`config.mk`:
```
export PLATFORM = sky130hd
export DESIGN_NAME = cpri_rx_framer
export DESIGN_NICKNAME = d
export VERILOG_FILES = /design/src/rtl/cpri_rx_framer.sv
export SDC_FILE = /design/constraint.sdc
export NUM_CORES = 1
export LEC_CHECK = 0
export BUFFER_PORTS_ARGS = -buffer_cell sky130_fd_sc_hd__clkbuf_2
export CAP_MARGIN = 20
export CELL_PAD_IN_SITES_DETAIL_PLACEMENT = 1
export CELL_PAD_IN_SITES_GLOBAL_PLACEMENT = 1
export CORE_AREA = 8 8 136 138
export CTS_CLUSTER_DIAMETER = 120
export DETAILED_ROUTE_END_ITERATION = 10
export DIE_AREA = 0 0 144 146
export PLACE_DENSITY = 0.69
export SLEW_MARGIN = 20
export SYNTH_ARGS = -nofsm -noshare
export SYNTH_HDL_FRONTEND = slang
export SYNTH_SLANG_ARGS = --single-unit
```
`constraint.sdc`:
```
create_clock -name i_clk -period 3.2 [get_ports i_clk]
set_input_delay 0.32 -clock i_clk [delete_from_list [all_inputs] [get_ports i_clk]]
set_output_delay 0.32 -clock i_clk [all_outputs]
set_load 0.05 [all_outputs]
```
`src/rtl/cpri_rx_framer.sv`:
```
// cpri_rx_framer: aligns raw CPRI IQ words into SEQ_LEN-word blocks with gap/resync handling
module cpri_rx_framer #(
  parameter int SEQ_LEN = 96,
  parameter int DW      = 64,
  parameter int CNT_W   = 16
) (
  input  logic             i_clk,
  input  logic             i_reset,
  input  logic [DW-1:0]    i_rx_data,
  input  logic             i_rx_vld,
  input  logic             i_resync,
  output logic [DW-1:0]    o_rx_data,
  output logic [6:0]       o_rx_seq,
  output logic             o_rx_vld,
  output logic             o_blk_last,
  output logic [CNT_W-1:0] o_blk_cnt,
  output logic             o_err_gap,
  output logic [CNT_W-1:0] o_err_cnt,
  output logic [1:0]       o_state
);
  localparam logic [1:0] IDLE = 2'd0;
  localparam logic [1:0] RUN  = 2'd1;
  localparam logic [6:0] LAST = 7'(SEQ_LEN - 1);
  logic [1:0] state;
  logic [6:0] sc;
  logic [6:0] idx;
  logic       take;
  logic       at_last;
  logic       gap;
  // A word arriving in IDLE always starts a fresh block at index 0
  always_comb begin
    idx     = (state == RUN) ? sc : 7'd0;
    take    = i_rx_vld && !i_resync;
    at_last = idx == LAST;
    gap     = !i_resync && !i_rx_vld && state == RUN && sc != 7'd0;
  end
  assign o_state = state;
  always_ff @(posedge i_clk or posedge i_reset)
    if (i_reset) begin
      state      <= IDLE;
      sc         <= 7'd0;
      o_rx_data  <= '0;
      o_rx_seq   <= 7'd0;
      o_rx_vld   <= 1'b0;
      o_blk_last <= 1'b0;
      o_blk_cnt  <= '0;
      o_err_gap  <= 1'b0;
      o_err_cnt  <= '0;
    end else begin
      state      <= take ? RUN : IDLE;
      sc         <= (take && !at_last) ? idx + 7'd1 : 7'd0;
      o_rx_vld   <= take;
      o_rx_seq   <= take ? idx : 7'd0;
      o_blk_last <= take && at_last;
      o_err_gap  <= gap;
      if (take) o_rx_data <= i_rx_data;
      if (take && at_last && o_blk_cnt != '1) o_blk_cnt <= o_blk_cnt + CNT_W'(1);
      if (gap && o_err_cnt != '1) o_err_cnt <= o_err_cnt + CNT_W'(1);
    end
endmodule

```
; ---- Word level (Yosys, flattened, before mapping)
; Index checks and enable logic that the tools add are counted.
[totals]
ff_bits = 114
input_bits = 68
out_inout_bits = 108
wordCells = 32
[op_classes]
addsub = 3
eq_ne = 4
mux = 4
n_reduce_logical = 12
[op_table]
columns = operator, count
row1 = $add A16 B1 Y16 const B, 2
row2 = $ne A16 B16 Y1 const B, 2
row3 = $mux W7, 3
row4 = $logic_and A1 B1 Y1, 8
row5 = $add A7 B1 Y7 const B, 1
row6 = $eq A7 B7 Y1 const B, 1
row7 = $reduce_bool A7 Y1, 1
row8 = $logic_not A1 Y1, 3
row9 = $eq A1 B1 Y1 const B, 1
row10 = $mux W1, 1

; ---- Logic depth before layout (Yosys ltp)
[logic_depth]
ltp_word = 6
mapped_depth = 8
depth_no_buf = 6

; ---- Worst setup path after synthesis
; No wires, ideal clock.
[synth_path]
kind = register to register
startpoint = register o_rx_vld (netlist name)
endpoint = register o_blk_cnt[15]
setup_time_ns = 0.082
arrival_time_ns = 2.559
required_ns = 3.118
slack_ns = 0.560
stages_incl_launch_ff = 9
path_buffers = 2
period_less_slack_ns = 2.640
path_cell_list = dfrtp_1 > clkbuf_1 > and2_1 > ha_1 > nand4_2 > or4_1 > buf_2 > nor4_2 > xor2_1
[synth_rtl]
columns = item, line_no
row1 = "end signal, assigned", 57  ; if (take && at_last && o_blk_cnt != '1) o_blk_cnt <= o_blk_cnt + CNT_W'(1);
row2 = "end, declared", 16  ; output logic [CNT_W-1:0] o_blk_cnt,

==> summary.txt <==
final hold viol count = 0
ys flop type = dfrtp_1
clock root buffer = clkbuf_16
total die area = 0.0210 mm²
crit end category = register
CP Buf/Inv Count = 0
all-layer global routing usage = 0.146
Lkg Pwr = 3.51 nW
Avg Cell Area, Syn = 9.76 µm²
Avg WL per Cell = 16.3 µm
Die W = 144 µm
largest net degree at the start of global routing = 68
residual DRC count = 0
WL met3 = 1130 µm
num ports = 176
DRT iter0 DRCs = 178
VDD IR max = 341 µV
worst hold slack = 91.2 ps
Worst Hold Launch = i_rx_data[21]
CP max stage delay = 690 ps
post-CTS setup buffer count = 0
library cell with the largest summed area after synthesis = dfrtp_1
PD cells = 706 mW/mm²
Clock Latency Late Sink = 410 ps
CP Class = register to register
Area growth syn-to-layout = 37.9%
Max Clock Skew = 6.10 ps
final non-filler cell total = 888
Port Buffer Count = 174
H-tree levels = 4
commonest non-fill, non-tap cell in the layout = nand2_1
# hold bufs at CTS = 1
share of synthesized registers carrying an async set or reset = 1.00
Post-Syn Area = 0.00466 mm²
Ys Warns = 0
synthesized flop and latch total = 113
Max Cap Viol = 0
Hold Path Stages = 3
Routed Antenna Nets = 0
WL met2 = 7260 µm
Final Net Count = 726
placed cell count = 855
critical path fanouts, max = 16
clock-pin slew on the worst setup and hold paths = 50 ps
FF-to-FF End = o_blk_cnt[9]
share of the synthesized area in the top cell type = 0.606
proportion of layout cells with a drive suffix above 1 = 0.332
critical path data arrival time = 2910 ps
fmax = 386 MHz
cell row count = 47
HP Class = primary input to register
outcome = finished, final reports clean
Final setup viols = 0
clk buf depth = 2
Worst-Margin Slew = 962 ps
initial antenna violation count = 0
Final Core Density = 0.395
vias in the first global route = 4,582
Hold Path End = o_rx_data[21]
delay-heaviest family, CP = simple AND/OR/NAND/NOR gates
top sig layer = met4
Chip Height = 146 µm
Reg2Reg Setup Slack = 610 ps
crit-path cells = and2_1, ha_1, nand4_2, or4_1, nor3_1, xor2_1
Tmin final = 2590 ps
TritonCTS buffer count = 17
CP max-delay cell = or4_1
Worst Reg-to-Reg Cells = 6
worst r2r src = o_rx_vld
Gate Count Post-Synth = 478
post-synthesis cell type count = 36
period utilization = 0.809
Clock Sinks = 113
# diodes = 0
Filler Cell Count = 1,921
register area share after synthesis = 0.606
max_slew headroom = 0.355
RSZ-0062 raised after global routing = false
Post-Syn Nets = 549
CTS tree = built
Slew Viols, Final = 0
first-pass GRT wire length = 24,100 µm
Vias = 3,981
Detailed Routing Iterations Pass 1 = 4
Overflow after GRT = 0
Resize count post-CTS = 0
Post-synth EDFFs = 0
Routed WL = 14,500 µm
initial core utilization = 0.286
Via-to-Cell Ratio = 4.48
metal1 wirelength = 5870 µm
Crit path required time = 3520 ps
most frequent cells in the layout = nand2_1 (203), clkbuf_2 (174), dfrtp_1 (113)
Synth area leaders = dfrtp_1 (61%), nand2_1 (16%), xor2_1 (4.7%), nor3_1 (1.8%), nand4_1 (1.6%)
CP Launch Type = register
GP Congestion = 0.748
core area = 0.0163 mm²
Fin Setup TNS = 0 ps
DP Wirelength = 10,600 µm
synth_stat cells, drive strengths merged (3+ instances only):
library cell  count
nand2           203
dfrtp           113
xor2             25
nor3             17
clkbuf           15
nand3            14
nand4            13
nor4             11
and3             10
nor2              8
xnor2             8
buf               7
and2              4
nor3b             4
ha                3
inv               3
mux2              3
per-layer routing:
layer / track usage / vias to the layer above
li1: - / 1902
met1: 0.164 / 1955
met2: 0.240 / 111
met3: 0.0607 / 13
met4: 0.0600 / 0
met5: 0 / -
worst max path at each step:
stage	startpoint	end	depth (start not counted)
floorplan	o_rx_vld	o_blk_cnt[15]	8
global placement	o_rx_vld	o_blk_cnt[15]	6
detailed placement	o_rx_vld	o_blk_cnt[15]	6
CTS	o_rx_vld	o_blk_cnt[15]	6
global route	o_rx_vld	o_blk_cnt[15]	6
finish	o_rx_vld	o_blk_cnt[9]	6
worst min-delay path: cells and delay by family:
kind	cells	cell delay [ps]
simple gates	2	80
buf+inv	1	70
power by group:
| group | switching [W] | total (W) | internal (W) |
|---|---|---|---|
| Sequential | 0.0000900 | 0.00164 | 0.00155 |
| Combinational | 0.000645 | 0.000818 | 0.000172 |
| Clock | 0.000659 | 0.00208 | 0.00142 |
| Total | 0.00139 | 0.00454 | 0.00315 |
registers in the layout, summed over array words and instances (netlist names):
signal      flops
o_err_gap       1
o_err_cnt      16
o_blk_cnt      16
o_rx_data      64
o_blk_last      1
o_rx_seq        7
sc              7
o_rx_vld        1
kinds of logic after synthesis:
family,after synthesis,synth area share
flops,113,0.606
xor+xnor,33,0.0620
buf+inv,25,0.0241
simple gates,297,0.287
compound gates,3,0.00429
fa+ha+maj,3,0.00805
other cells,1,0.000804
mux,3,0.00724
area by class of cell:
| class | instances | area (µm²) | share of cell area |
|---|---|---|---|
| Clock buffer | 23 | 508 | 0.0790 |
| Clock inverter | 9 | 150 | 0.0233 |
| Inverter | 3 | 15.0 | 0.00233 |
| Multi-Input combinational cell | 340 | 1720 | 0.268 |
| Sequential cell | 113 | 2830 | 0.440 |
| Tap cell | 220 | 275 | 0.0428 |
| Timing Repair Buffer | 180 | 931 | 0.145 |
through the flow:
| stage | total power [W] | worst slack (ps) | instance area (µm²) |
|---|---|---|---|
| finish | 0.00454 | 611 | 6430 |
| global route | 0.00475 | 427 | 6430 |
| CTS | 0.00461 | 604 | 6430 |
| detailed placement | 0.00250 | 632 | 5760 |
| global placement | 0.00248 | 766 | 5760 |
| floorplan | 0.00224 | 560 | 4670 |
No activity file was read; power rests on OpenSTA's default activity.
